### src/rtl/riscv_ctrl_pkg.sv
// Shared control definitions for the RISC-V pipeline: register-address
// width, the hardwired zero register, and the hazard sequencer state encoding.
package riscv_ctrl_pkg;

    localparam int REG_ADDR_W = 5;
    localparam logic [REG_ADDR_W-1:0] REG_ZERO = 5'd0;

    typedef enum logic [1:0] {
        RUN     = 2'd0,
        MD_WAIT = 2'd1,
        MD_HOLD = 2'd2
    } hazard_state_t;

endpackage

### src/rtl/load_use_detect.sv
// Combinational load-use hazard detector. It flags an ID-stage instruction
// that reads the destination of a load still sitting in EX. Writes to x0 are
// discarded by the register file, so they never create a dependency.
module load_use_detect
    import riscv_ctrl_pkg::*;
(
    input  logic [REG_ADDR_W-1:0] i_id_rs1,
    input  logic [REG_ADDR_W-1:0] i_id_rs2,
    input  logic                  i_id_uses_rs1,
    input  logic                  i_id_uses_rs2,
    input  logic [REG_ADDR_W-1:0] i_ex_rd,
    input  logic                  i_ex_mem_read,
    output logic                  o_hazard
);

    logic w_rs1_hit;
    logic w_rs2_hit;

    assign w_rs1_hit = i_id_uses_rs1 && (i_id_rs1 == i_ex_rd);
    assign w_rs2_hit = i_id_uses_rs2 && (i_id_rs2 == i_ex_rd);
    assign o_hazard  = i_ex_mem_read && (i_ex_rd != REG_ZERO) && (w_rs1_hit || w_rs2_hit);

endmodule

### src/rtl/pipeline_hazard_controller.sv
// Stall/flush sequencer for the 5-stage pipeline. It resolves the hazards
// forwarding cannot: load-use bubbles, multi-cycle mul/div occupancy of EX,
// data-memory wait states and taken-branch flushes.
// Priority: memory freeze > mul/div wait > branch flush > load-use stall.
// Optional stall/flush statistics counters: define HAZARD_STALL_CNT_EN.
// The FSM state is exposed on dbg_st for observation.
module pipeline_hazard_controller
    import riscv_ctrl_pkg::*;
#(
    parameter int MD_TIMEOUT = 64
`ifdef HAZARD_STALL_CNT_EN
    ,
    parameter int CNT_W = 32
`endif
) (
    input  logic                  clk,
    input  logic                  rst,
    input  logic [REG_ADDR_W-1:0] id_rs1,
    input  logic [REG_ADDR_W-1:0] id_rs2,
    input  logic                  id_uses_rs1,
    input  logic                  id_uses_rs2,
    input  logic [REG_ADDR_W-1:0] ex_rd,
    input  logic                  ex_mem_read,
    input  logic                  ex_md_valid,
    input  logic                  md_done,
    input  logic                  dmem_req,
    input  logic                  dmem_ready,
    input  logic                  ex_branch_taken,
    output logic                  pc_en,
    output logic                  if_id_en,
    output logic                  id_ex_en,
    output logic                  ex_mem_en,
    output logic                  mem_wb_en,
    output logic                  if_id_flush,
    output logic                  id_ex_flush,
    output logic                  ex_mem_bubble,
    output logic                  mem_wb_bubble,
    output logic                  md_start,
    output logic                  md_timeout,
`ifdef HAZARD_STALL_CNT_EN
    output logic [CNT_W-1:0]      stall_cycles,
    output logic [CNT_W-1:0]      flush_count,
`endif
    output logic [1:0]            dbg_st
);

    // Last MD_WAIT count value before the mul/div is abandoned.
    localparam logic [7:0] LP_CYC_LAST = 8'(MD_TIMEOUT - 1);

    hazard_state_t r_st;
    logic [7:0]    r_cyc;
    logic          r_md_timeout;

    hazard_state_t w_nxt_st;
    logic [7:0]    w_nxt_cyc;
    logic          w_set_timeout;
    logic          w_freeze;
    logic          w_load_use;

    assign w_freeze   = dmem_req && !dmem_ready;
    assign md_timeout = r_md_timeout;
    assign dbg_st     = r_st;

    load_use_detect u_load_use_detect (
        .i_id_rs1      (id_rs1),
        .i_id_rs2      (id_rs2),
        .i_id_uses_rs1 (id_uses_rs1),
        .i_id_uses_rs2 (id_uses_rs2),
        .i_ex_rd       (ex_rd),
        .i_ex_mem_read (ex_mem_read),
        .o_hazard      (w_load_use)
    );

    // Priority mux: pipeline-register controls and next FSM state.
    always_comb begin
        pc_en         = 1'b1;
        if_id_en      = 1'b1;
        id_ex_en      = 1'b1;
        ex_mem_en     = 1'b1;
        mem_wb_en     = 1'b1;
        if_id_flush   = 1'b0;
        id_ex_flush   = 1'b0;
        ex_mem_bubble = 1'b0;
        mem_wb_bubble = 1'b0;
        md_start      = 1'b0;
        w_nxt_st      = r_st;
        w_nxt_cyc     = r_cyc;
        w_set_timeout = 1'b0;

        if (rst) begin
            // Flush every stage while in reset so nothing stale survives.
            if_id_flush   = 1'b1;
            id_ex_flush   = 1'b1;
            ex_mem_bubble = 1'b1;
            mem_wb_bubble = 1'b1;
        end else if (w_freeze) begin
            // Memory wait: hold everything up to EX/MEM, drain a NOP into WB.
            pc_en         = 1'b0;
            if_id_en      = 1'b0;
            id_ex_en      = 1'b0;
            ex_mem_en     = 1'b0;
            mem_wb_bubble = 1'b1;
            // A done pulse arriving while frozen is remembered in MD_HOLD.
            if (r_st == MD_WAIT && md_done) begin
                w_nxt_st = MD_HOLD;
            end
        end else begin
            case (r_st)
                MD_WAIT, MD_HOLD: begin
                    w_nxt_cyc = r_cyc + 8'd1;
                    if (r_st == MD_HOLD || md_done) begin
                        // Result is captured into EX/MEM; pipeline resumes.
                        w_nxt_st = RUN;
                    end else if (r_cyc == LP_CYC_LAST) begin
                        // Abandon the mul/div: squash it and raise the flag.
                        pc_en         = 1'b0;
                        if_id_en      = 1'b0;
                        id_ex_en      = 1'b0;
                        ex_mem_bubble = 1'b1;
                        id_ex_flush   = 1'b1;
                        w_set_timeout = 1'b1;
                        w_nxt_st      = RUN;
                    end else begin
                        pc_en         = 1'b0;
                        if_id_en      = 1'b0;
                        id_ex_en      = 1'b0;
                        ex_mem_bubble = 1'b1;
                    end
                end
                default: begin
                    if (ex_md_valid) begin
                        md_start      = 1'b1;
                        pc_en         = 1'b0;
                        if_id_en      = 1'b0;
                        id_ex_en      = 1'b0;
                        ex_mem_bubble = 1'b1;
                        w_nxt_st      = MD_WAIT;
                        w_nxt_cyc     = 8'd0;
                    end else if (ex_branch_taken) begin
                        if_id_flush = 1'b1;
                        id_ex_flush = 1'b1;
                    end else if (w_load_use) begin
                        // One bubble suffices: the load leaves EX next cycle.
                        pc_en       = 1'b0;
                        if_id_en    = 1'b0;
                        id_ex_flush = 1'b1;
                    end
                end
            endcase
        end
    end

    // FSM state, wait counter and sticky timeout flag.
    always_ff @(posedge clk) begin
        if (rst) begin
            r_st         <= RUN;
            r_cyc        <= 8'd0;
            r_md_timeout <= 1'b0;
        end else begin
            r_st  <= w_nxt_st;
            r_cyc <= w_nxt_cyc;
            if (w_set_timeout) begin
                r_md_timeout <= 1'b1;
            end
        end
    end

`ifdef HAZARD_STALL_CNT_EN
    // Saturating statistics: PC-stall cycles and IF/ID flush cycles.
    always_ff @(posedge clk) begin
        if (rst) begin
            stall_cycles <= '0;
            flush_count  <= '0;
        end else begin
            if (!pc_en && stall_cycles != {CNT_W{1'b1}}) begin
                stall_cycles <= stall_cycles + 1'b1;
            end
            if (if_id_flush && flush_count != {CNT_W{1'b1}}) begin
                flush_count <= flush_count + 1'b1;
            end
        end
    end
`endif

endmodule

### config.mk
export PLATFORM = sky130hd
export DESIGN_NAME = pipeline_hazard_controller
export DESIGN_NICKNAME = d
export VERILOG_FILES = /design/src/rtl/riscv_ctrl_pkg.sv /design/src/rtl/load_use_detect.sv /design/src/rtl/pipeline_hazard_controller.sv
export SDC_FILE = /design/constraint.sdc
export NUM_CORES = 1
export LEC_CHECK = 0
export BUFFER_PORTS_ARGS = -buffer_cell sky130_fd_sc_hd__buf_4
export CAP_MARGIN = 20
export CORE_ASPECT_RATIO = 0.9
export CORE_UTILIZATION = 45
export CTS_CLUSTER_SIZE = 25
export DETAILED_ROUTE_END_ITERATION = 16
export PLACE_DENSITY = 0.8
export SYNTH_ARGS = -nofsm -noshare
export SYNTH_HDL_FRONTEND = slang
export SYNTH_SLANG_ARGS = --single-unit
### constraint.sdc
create_clock -name clk -period 1.9 [get_ports clk]
set_input_delay 0 -clock clk [delete_from_list [all_inputs] [get_ports clk]]
set_output_delay 0 -clock clk [all_outputs]
set_load 0.05 [all_outputs]
Word-level counts from Yosys, hierarchy flattened

Cells that the tools add are included.

Eq/ne operators: 7
Reductions and logical operators: 15
Bitwise gates (word level): 1
Mux-type cells: 47
Add/subtract/negate cells: 1

Operator list:

| operator                                                         | number |
|---|---|
| 1-bit two-way mux                                                | 39 |
| 8-bit two-way mux                                                | 2 |
| 2-bit two-way mux                                                | 6 |
| 5-bit == test                                                    | 2 |
| 8-bit by 1-bit adder with 8-bit output (second input constant)   | 1 |
| 8-bit by 6-bit == test with 1-bit output (second input constant) | 1 |
| 1-bit logical AND                                                | 6 |
| 5-bit nonzero test                                               | 1 |
| 4-bit != test (second input constant)                            | 1 |
| 3-bit AND reduction                                              | 1 |
| 3-bit nonzero test                                               | 1 |
| 2-bit by 1-bit == test with 1-bit output (second input constant) | 1 |
| 2-bit == test (second input constant)                            | 1 |
| 1-bit logical OR                                                 | 2 |
| 2-bit by 1-bit != test with 1-bit output (second input constant) | 1 |
| 2-bit AND reduction                                              | 1 |
| 2-bit nonzero test                                               | 1 |
| 2-bit OR reduction                                               | 1 |
| 1-bit logical NOT                                                | 1 |
| 1-bit NOT                                                        | 1 |

Input port bits: 25
Register bits: 11
Output and inout bits: 13
Word-level logic and storage cells: 74

Longest topological paths before layout

Gate-level depths: netlist (run 1).

Depth in word-level cells: 10
Mapped depth: 7
Mapped depth without buffers: 6

Cells and area by module

Synthesis (run 1) repeated with hierarchy kept, for this count alone.

Cells, all modules: 99
Area, all modules: 835.8 um^2

Modules (own cells, without submodules):

| module                     | instances | area an instance (um^2) | seq. area each (um^2) | cells each |
|---|---|---|---|---|
| pipeline_hazard_controller | 1         | 701.9                   | 220.2                 | 82 |
| load_use_detect            | 1         | 133.9                   | 0.0                   | 17 |

Worst setup path before layout (run 1)

OpenSTA, ideal clock, no wires.

Path kind: register -> output
From: reg r_st[0] (netlist: dbg_st[0])
To: out id_ex_flush
Buffers on the path: 0
Data required time: 1900 ps
Cell stages (with the launch flop): 7
Path slack: -1186 ps
Arrival time: 3086 ps
Cell sequence: dfxtp_1 inv_1 ha_1 or3_4 nor4_4 nor2_1 o31ai_1

Cells in the longest elaborated chain, start to end: 6
Elaborated cells between the ends (all ways): 8
Classes of those cells: eq/ne (2); mux (4); reduce/logical (2)

Ends and longest elaborated chain:

| what                   | RTL line                                                             | RTL |
|---|---|---|
| from (decl)            | pipeline_hazard_controller.sv:50                                     | `hazard_state_t r_st;` |
| from (signal assigned) | pipeline_hazard_controller.sv:160                                    | `r_st <= w_nxt_st;` |
| 2-bit == test          | pipeline_hazard_controller.sv:108, pipeline_hazard_controller.sv:111 |  |
| 1-bit logical OR       | pipeline_hazard_controller.sv:111                                    | `if (r_st == MD_HOLD \|\| md_done) begin` |
| 1-bit two-way mux      | pipeline_hazard_controller.sv:111                                    |  |
| 1-bit two-way mux (*)  | pipeline_hazard_controller.sv:108                                    | `case (r_st)` |
| 1-bit two-way mux (*)  | pipeline_hazard_controller.sv:96                                     | `end else if (w_freeze) begin` |
| 1-bit two-way mux (*)  | pipeline_hazard_controller.sv:90                                     | `if (rst) begin` |
| to (decl)              | pipeline_hazard_controller.sv:35                                     | `output logic id_ex_flush,` |

Every way passes the cells marked *; elsewhere a longest branch is shown, timed or not.

Final worst setup path (run 1)

From: reg r_cyc[0]
To: out id_ex_flush

Cells in the longest elaborated chain, start to end: 6

Ends and longest elaborated chain:

| what                                     | RTL line                          | RTL |
|---|---|---|
| from (decl)                              | pipeline_hazard_controller.sv:51  | `logic [7:0] r_cyc;` |
| from (signal assigned)                   | pipeline_hazard_controller.sv:161 | `r_cyc <= w_nxt_cyc;` |
| 8-bit by 6-bit == test with 1-bit output | pipeline_hazard_controller.sv:114 | `end else if (r_cyc == LP_CYC_LAST) begin` |
| 1-bit two-way mux                        | pipeline_hazard_controller.sv:114 |  |
| 1-bit two-way mux                        | pipeline_hazard_controller.sv:111 |  |
| 1-bit two-way mux                        | pipeline_hazard_controller.sv:108 |  |
| 1-bit two-way mux                        | pipeline_hazard_controller.sv:96  |  |
| 1-bit two-way mux                        | pipeline_hazard_controller.sv:90  |  |

No other way between the ends.

==> run summary, run 1 <==
Antenna violations before repair -> 0
Status -> complete, but fails checks
Synthesized area -> 826 µm²
CP startpoint kind -> flop
Yosys reg bits -> 11
Vias in the first global route -> 797
First DRT Iteration DRCs -> 33
DP Worst Slack -> 0.0968 ns
Worst EP required -> 1.90 ns
Yosys cell types -> 37
TritonRoute pass-1 iters -> 4
Layout Cell Area excl Fill -> 0.00130 mm²
Pwr/cell area -> 524 mW/mm²
Final Worst Setup Slack -> -0.0521 ns
Critical path fanouts, max -> 4
Slew headroom -> 60.2%
Leak -> 0.559 nW
Largest net degree at the start of global routing -> 14
Clock Power Share -> 23.9%
Combinational Power Share -> 41.2%
First-pass GRT wire length -> 3520 µm
I/O pin count -> 38
Setup CP Type -> reg2out
Sequential area share after synthesis -> 26.7%
Violations in the final reports -> setup timing
GP Congestion -> 0.827
Vias -> 910
Critical R2R Launch -> r_cyc[0]
Crit. Startpoint -> r_cyc[0]
Die Span Y -> 42.6 µm
Primary FF master, synth -> dfxtp_1
Core area -> 0.00170 mm²
Hold_sp -> md_done
NetSw -> 0.250 mW
RSZ-0062 raised after global routing -> yes
Tightest Pin Transition -> 0.596 ns
Worst VDD drop -> 0.500 mV
CTS Buf Count -> 3
Fin. max-slew vios -> 0
Input/output buffers -> 36
Worst reg2reg path endpoint -> dbg_st[1]
Drt drc -> 0
Worst Skew -> 0.00459 ns
Arrival time worst endpoint -> 1.95 ns
Worst Path Buf+Inv -> 1
CP Capture Type -> primary output
Final setup viols -> 1
Post-DR wirelength/cell -> 13.0 µm
Asr flop ratio synth -> 0%
WHS Endpoint -> dbg_st[0]
Setup_tns -> -0.0521 ns
Period utilisation layout -> 103%
Mean Syn Cell Area -> 8.18 µm²
Vias per Instance -> 5.35
Setup slack, reg-to-reg -> 0.13 ns
Ys Warns -> 0
CP top delay family -> simple AND/OR/NAND/NOR gates
Final nets -> 175
H-tree depth -> 1
Post-Synthesis Cells -> 101
Synthesis-to-finish area growth -> 57.4%
Core Rows -> 14
Number of synthesized flops with an enable pin -> 0
DP Area -> 0.00117 mm²
Fmax -> 512 MHz
Ant diodes -> 0
Internal power -> 0.431 mW
Switching Share -> 36.7%
HP Class -> in2reg
Clock Pin Slew Worst Setup and Hold Paths -> 0.07 ns
Routed Antenna Nets -> 0
Syn_nets -> 129
Max Cap Violations -> 0
CTS root buffer -> clkbuf_4
TritonCTS clock tree -> built
Min-Delay Path Depth -> 3
Grt ovf -> 0
Starting Density -> 48.6%
Die area -> 0.00201 mm²
Final WL -> 2200 µm
Power consumption -> 0.681 mW
Final min period -> 1.95 ns
Reg2Reg Depth -> 6
Detailed placer's ending HPWL -> 1690 µm
Seq pwr share -> 34.9%
Slowest-stage cell, CP -> or3b_4
Max stage delay on crit path -> 0.40 ns
Fin. Hold Viols -> 0
Util after Layout -> 76.5%
Clock sink total -> 11
Gr usage total -> 24.2%
Clock latency on the worst-skew pair -> 0.28 ns
Critical path, cell by cell -> ha_4 -> or3b_4 -> nor4_4 -> nor2_2 -> o31ai_4 -> buf_6
Layout cells sized above 1 -> 45.9%
Number of buffers on the longest clock path -> 2
Die Wd -> 47.2 µm
-- flip-flops by register name (all words and copies together) (netlist names) --
signal,count
r_cyc,8
dbg_st,2
md_timeout,1
-- cells in the final DEF, fill, tap and decap left out, drive strengths merged, types with 2 or more instances in the layout --
cell type  count
a21oi          3
nand4          4
dfxtp         11
ha             3
o31ai          2
o21bai         3
nand3          3
nor2          12
xor2          12
a21o           2
buf           45
a31o           2
or4            2
clkbuf         3
xnor2          3
nand2          5
nor3           2
nand2b         3
nor2b          2
and2           3
inv            3
nor4           3
-- final cells by class --
class	instances	area, µm²
clock buffers	3	22.5
clock inverters	1	5.00
fillers	112	399
inverters	3	11.3
multi-input cells	82	644
flip-flops and latches	11	235
well taps	24	30.0
repair buffers	46	352
-- power by group through the flow --
stage                     sequential, mW  clock [mW]  combinational (mW)
after floorplan                    0.253           0               0.163
after global placement             0.244           0               0.256
after detailed placement           0.245           0               0.261
after CTS                          0.238       0.166               0.278
after global routing               0.238       0.171               0.298
final                              0.238       0.163               0.280
-- synth_stat cells (all sizes together) (2+ instances only) --
cell type / instances / area [µm²]
clkbuf: 3 / 11.3
inv: 3 / 11.3
nor3: 2 / 10.0
or4: 2 / 15.0
a21oi: 3 / 15.0
nand4: 4 / 25.0
nor4: 3 / 33.8
nand3: 3 / 15.0
a21o: 2 / 15.0
dfxtp: 11 / 220
xor2: 12 / 105
nor2b: 2 / 12.5
xnor2: 3 / 26.3
and2: 3 / 18.8
ha: 3 / 37.5
nand2b: 3 / 18.8
buf: 2 / 15.0
o21bai: 3 / 22.5
nor2: 12 / 45.0
nand2: 5 / 18.8
o31ai: 2 / 15.0
a31o: 2 / 17.5
-- cell families after synthesis --
group | synth area share, %
AND/OR/NAND/NOR | 30.9
AO/OA/AOI/OAI | 17.0
XOR/XNOR | 15.9
flip-flops | 26.7
buffers and inverters | 4.54
adder cells (fa/ha/maj) | 4.55
other | 0.454
-- repair_timing --
item	CTS	global route
endpoints found under the hold margin	2	0
endpoints found under the setup margin	1	1
hold buffers	1	0
pin swaps	4	3
resized for setup	6	4
setup buffers	4	3
-- through the flow --
step / cells / hold WS (ns)
floorplan: 101 / 0.212
global placement: 158 / 0.269
detailed placement: 158 / 0.283
CTS: 167 / 0.0749
global route: 170 / 0.0930
finish: 170 / 0.0805
-- worst max path at each step --
stage                  endpoint  depth (start not counted)
floorplan           id_ex_flush                          6
finish              id_ex_flush                          6
detailed placement  id_ex_flush                          7
global route        id_ex_flush                          6
global placement    id_ex_flush                          7
CTS                 id_ex_flush                          7
-- worst min-delay path, cell delays in order --
cell and delay (ns):
buf_4 0.12, nand3_1 0.06, a31o_2 0.14
-- metal layers --
| metal | GRT usage [%] | part of all wire, % | wire (µm) | up-vias |
|---|---|---|---|---|
| li1 | - | - | - | 453 |
| met1 | 33.2 | 45 | 1000 | 419 |
| met2 | 37.2 | 47 | 1040 | 36 |
| met3 | 6.47 | 6.9 | 153 | 2 |
| met4 | 5.14 | 0.50 | 11 | 0 |
| met5 | 0 | 0 | 0 | - |
Power figures use the tool's default switching activity.
==> run 2, diff against run 1 <==
==> constraint.sdc (replaced) <==
create_clock -name clk -period 1.9 [get_ports clk]
set_input_delay 0.095 -clock clk [delete_from_list [all_inputs] [get_ports clk]]
set_output_delay 0.095 -clock clk [all_outputs]
set_load 0.05 [all_outputs]
==> run 2 against run 1 <==
The flow still finishes with violations (setup timing). Utilization is 1.2 points lower. Final area is 1.5% lower. Clock skew is 0.0084 ns higher. Clock-buffer cell count is 1 higher. Clock power hardly changed. Register-to-register slack better by 0.04 ns. Power is 1.5% higher. Final cell count is 2.4% lower. Die area stayed put.
==> run summary, run 2 (synthesized netlist as in run 1, its figures left out) <==
Status -> complete, but fails checks
Violations in the final reports -> setup timing
Die Span Y -> 42.6 µm
Most frequent cells in the layout -> buf_4 (39), xor2_1 (12), nor2_1 (11), dfxtp_1 (7)
H-tree depth -> 1
Arrival time worst endpoint -> 1.98 ns
Die area -> 0.00201 mm²
Setup_tns -> -0.178 ns
Final nets -> 171
HP Class -> in2reg
Reg2Reg Depth -> 6
Area of the multi-input gates -> 652 µm²
Starting Density -> 48.6%
Die Wd -> 47.2 µm
Antenna violations before repair -> 0
Detailed placer's ending HPWL -> 1850 µm
RSZ-0062 raised after global routing -> yes
Max Cap Violations -> 0
Number of buffers on the longest clock path -> 2
Commonest non-fill, non-tap cell in the layout -> buf_4
Min-Delay Path Depth -> 2
TritonCTS clock tree -> built
Critical R2R Launch -> dbg_st[0]
Power consumption -> 0.691 mW
Largest reg by FF count -> r_cyc
I/O pin count -> 38
Core Rows -> 14
Final WL -> 2380 µm
TritonRoute pass-1 iters -> 4
Critical path, cell by cell -> inv_2 -> ha_4 -> or3_4 -> nor4_4 -> nor2_2 -> o31ai_4 -> buf_6
Hold_buf cts -> 0
Clock sink total -> 11
Final setup viols -> 1
Clock Pin Slew Worst Setup and Hold Paths -> 0.08 ns
First DRT Iteration DRCs -> 14
Ant diodes -> 0
Synthesis-to-finish area growth -> 55.0%
Seq. cell area -> 230 µm²
Fill count -> 122
Drt drc -> 0
First-pass GRT wire length -> 3650 µm
Setup slack, reg-to-reg -> 0.17 ns
Worst reg2reg path endpoint -> dbg_st[1]
Final min period -> 2.08 ns
CTS root buffer -> clkbuf_4
Fmax -> 481 MHz
Slowest-stage cell, CP -> or3_4
Hold_sp -> rst
CP top delay family -> simple AND/OR/NAND/NOR gates
Largest net degree at the start of global routing -> 14
Gr usage total -> 26.1%
GP Congestion -> 0.773
Period utilisation layout -> 109%
Worst EP required -> 1.80 ns
Post-DR wirelength/cell -> 14.4 µm
Worst VDD drop -> 0.436 mV
Setup CP Type -> reg2out
WHS Endpoint -> r_cyc[0]
Max stage delay on crit path -> 0.42 ns
Core area -> 0.00170 mm²
Clock latency on the worst-skew pair -> 0.27 ns
CP startpoint kind -> flop
Vias in the first global route -> 876
Leak -> 0.543 nW
Util after Layout -> 75.3%
Layout cells sized above 1 -> 45.1%
Vias -> 887
Final Worst Setup Slack -> -0.178 ns
Vias per Instance -> 5.34
Grt ovf -> 0
Input/output buffers -> 36
Max reg flops -> 8
CP Capture Type -> primary output
Worst Path Buf+Inv -> 2
Pwr/cell area -> 540 mW/mm²
Critical path fanouts, max -> 4
Crit path depth -> 7
Fin. Hold Viols -> 0
Routed Antenna Nets -> 0
CTS Buf Count -> 3
Fin. max-slew vios -> 0
Worst Skew -> 0.0130 ns
## run 2: cell types whose count changed in the layout (fill, tap and decap cells not counted), sizes merged
cell / previous run / this run
buf: 45 / 42
clkinv: 1 / 0
dlygate4sd3: 1 / 0
clkbuf: 3 / 4
## run 2: through the flow
stage / cell area (µm²) / hold WS, ns / instances / worst slack (ns)
CTS: 1240 / 0.0894 / 164 / -0.207
finish: 1280 / 0.0895 / 166 / -0.178
detailed placement: 1190 / 0.367 / 160 / -0.00284
global route: 1280 / 0.0936 / 166 / -0.273
global placement: 1190 / 0.361 / 160 / 0.0929
floorplan: 892 / 0.307 / 101 / -0.0359
## run 2: final cells by class
| type | count | area share (%) |
|---|---|---|
| Clock buffer | 4 | 2.05 |
| Inverter | 3 | 0.880 |
| Multi-Input combinational cell | 82 | 50.9 |
| Sequential cell | 11 | 18.0 |
| Tap cell | 24 | 2.35 |
| Timing Repair Buffer | 42 | 25.8 |
## run 2: repair_timing
item,in CTS,in global routing
setup endpoints to repair,3,3
pin swaps,0,1
resized for setup,6,6
buffers inserted,0,2
## run 2: how the worst max path moves through the flow
stage	startpoint	to	slack, ns
finish	dbg_st[0]	id_ex_flush	-0.18
global route	dbg_st[0]	id_ex_flush	-0.27
CTS	dbg_st[0]	id_ex_flush	-0.21
detailed placement	dbg_st[0]	id_ex_flush	-0.003
global placement	dbg_st[0]	id_ex_flush	0.09
floorplan	dbg_st[0]	id_ex_flush	-0.04
## run 2: where the power goes
part           switching (mW)  internal, mW  total (mW)
sequential            0.00591         0.235       0.241
clock                  0.0831        0.0813       0.164
combinational           0.164         0.122       0.286
total                   0.253         0.439       0.691
## run 2: worst reg2reg max path: stages (launching register included)
cell	delay [ns]
dfxtp_4	0.36
inv_2	0.04
ha_4	0.22
or3_4	0.42
o21bai_1	0.18
a31oi_1	0.26
a2bb2o_1	0.20
## run 2: routing by layer
layer  vias to the layer above  part of all wire, %  track usage, %
met5                         -                    0               0
met4                         0                  2.4            13.7
met3                         6                  4.8            4.31
met2                        38                   54            48.1
met1                       403                   38            26.4
li1                        440                    -               -
==> run 3, diff against run 2 <==
Settings changed: SYNTH_HIERARCHICAL set to 1.
==> run 3 against run 2 <==
The flow now finishes without violations. Synthesized area grew 1.2%. Critical path depth shrank 2. Worst hold slack lost 0.018 ns. Register-to-register slack gained 0.05 ns. Critical path type unchanged. Largest power group unchanged. Highest routed layer unchanged.
==> run summary, run 3 <==
NetSw -> 0.235 mW
Syn_nets -> 127
Commonest non-fill, non-tap cell in the layout -> buf_4
Worst VDD drop -> 0.394 mV
Routed Antenna Nets -> 0
Leak -> 0.479 nW
Post-Synthesis Cells -> 99
Clock Pin Slew Worst Setup and Hold Paths -> 0.07 ns
Seq. cell area -> 225 µm²
Synthesized area -> 836 µm²
Fmax -> 540 MHz
Post-DR wirelength/cell -> 14.2 µm
Clock latency on the worst-skew pair -> 0.27 ns
H-tree depth -> 1
HP Class -> in2reg
Power consumption -> 0.661 mW
Yosys top cell area share -> 26.3%
Clock Power Share -> 23.9%
Fill count -> 136
Pwr/cell area -> 554 mW/mm²
Die Wd -> 47.4 µm
TritonCTS clock tree -> built
Most frequent cells in the layout -> buf_4 (35), nor2_1 (12), dfxtp_1 (9), xnor2_1 (8), xor2_1 (8)
Arrival time worst endpoint -> 1.76 ns
Largest area contributor in the netlist -> dfxtp_1
Number of buffers on the longest clock path -> 2
Tightest Pin Transition -> 0.504 ns
Die area -> 0.00203 mm²
Synthesis-to-finish area growth -> 42.8%
Final nets -> 165
Number of synthesized flops with an enable pin -> 0
Worst Skew -> 0.00565 ns
Internal power -> 0.426 mW
Die Span Y -> 42.9 µm
Gr usage total -> 24.5%
Vias in the first global route -> 798
CTS root buffer -> clkbuf_4
Worst EP required -> 1.80 ns
Max reg flops -> 8
Ant diodes -> 0
Combinational Power Share -> 39.6%
Final setup viols -> 0
First-pass GRT wire length -> 3440 µm
Hold_buf cts -> 0
Largest net degree at the start of global routing -> 14
Primary FF master, synth -> dfxtp_1
Most numerous cell in the Yosys netlist -> nor2_1
Post-synth top cells -> nor2_1 (12), dfxtp_1 (11), xnor2_1 (8), xor2_1 (8), nand2_1 (6)
Slew headroom -> 66.4%
Input/output buffers -> 36
I/O pin count -> 38
Seq pwr share -> 36.5%
Starting Density -> 49.2%
Max Cap Violations -> 0
Fin. Hold Viols -> 0
Final min period -> 1.85 ns
CP startpoint kind -> flop
Yosys reg bits -> 11
Drt drc -> 0
Setup slack, reg-to-reg -> 0.22 ns
Grt ovf -> 0
Core area -> 0.00170 mm²
Antenna violations before repair -> 0
Switching Share -> 35.6%
Vias -> 831
GP Congestion -> 0.827
Fin. max-slew vios -> 0
Area contributors post-synth -> dfxtp_1 (26%), xnor2_1 (8.4%), xor2_1 (8.4%)
Critical path fanouts, max -> 6
Core Rows -> 14
Asr flop ratio synth -> 0%
Setup_tns -> 0 ns
Layout cells sized above 1 -> 41.2%
Area of the multi-input gates -> 608 µm²
Util after Layout -> 70.3%
Final WL -> 2280 µm
Setup CP Type -> reg2out
Largest reg by FF count -> r_cyc
Status -> completed
Vias per Instance -> 5.19
Ys Warns -> 6
First DRT Iteration DRCs -> 11
Post-Layout Cell Count -> 160
CTS Buf Count -> 3
CP Capture Type -> primary output
Period utilisation layout -> 97.4%
Mean Syn Cell Area -> 8.44 µm²
Dpl cells -> 156
Yosys cell types -> 36
Sequential area share after synthesis -> 26.3%
TritonRoute pass-1 iters -> 4
Clock sink total -> 11
Detailed placer's ending HPWL -> 1850 µm
## run 3: changes by cell type after synthesis, moves of 3 or more
cell     delta
nand4_1     -3
nor4_2      +3
xnor2_1     +5
xor2_1      -4
## run 3: final timing paths
| check | endpoint | startpoint | cells after the start |
|---|---|---|---|
| worst min register to register | r_cyc[1] | r_cyc[1] | 2 |
| worst min-delay path | r_cyc[1] | rst | 2 |
| worst max register to register | dbg_st[0] | dbg_st[0] | 7 |
| worst max-delay path | if_id_en | dbg_st[0] | 5 |
## run 3: logic make-up after synthesis
logic type	Yosys count	share of synthesized area, %
AND/OR/NAND/NOR	44	32.0
AO/OA/AOI/OAI	17	14.8
XOR/XNOR	16	16.8
flip-flops	11	26.3
buffers and inverters	7	5.09
adder cells (fa/ha/maj)	3	4.49
other	1	0.449
## run 3: routing by layer
| metal | routed length, µm | track usage [%] |
|---|---|---|
| met1 | 944 | 28.2 |
| met2 | 1140 | 40.5 |
| met3 | 117 | 8.51 |
| met4 | 75 | 8.57 |
| met5 | 0 | 0 |
## run 3: cell type report
class	instances	area share, %
clock buffer	4	2.20
inverter	2	0.629
sequential	11	18.9
tap	24	2.52
timing repair buffer	38	24.8
multi-input combinational	81	50.9
## run 3: what timing repair did
item,CTS,global route
pin swaps,0,2
buffers inserted,0,0
cloned,0,0
setup endpoints to repair,5,4
gates resized for setup,2,6
## run 3: worst max-delay path: stages (launching register included)
cell	delay (ns)
dfxtp_4	0.35
inv_1	0.09
ha_4	0.22
or3_4	0.40
a31o_4	0.26
buf_6	0.15
## run 3: through the flow
| stage | hold slack, ns | setup slack, ns | instance area [µm²] |
|---|---|---|---|
| final | 0.0714 | 0.0498 | 1190 |
| after floorplan | 0.267 | 0.00992 | 841 |
| after CTS | 0.0718 | 0.0156 | 1160 |
| after global routing | 0.0945 | -0.000599 | 1190 |
| after detailed placement | 0.359 | 0.152 | 1120 |
| after global placement | 0.351 | 0.194 | 1120 |
## run 3: power by group through the flow
| stage | Clock [mW] | Sequential, mW | Combinational (mW) |
|---|---|---|---|
| 5_1_grt | 0.177 | 0.242 | 0.277 |
| 6_report | 0.158 | 0.241 | 0.262 |
| 3_5_place_dp | 0 | 0.247 | 0.244 |
| 3_3_place_gp | 0 | 0.246 | 0.238 |
| 2_1_floorplan | 0 | 0.255 | 0.147 |
| 4_1_cts | 0.160 | 0.242 | 0.250 |
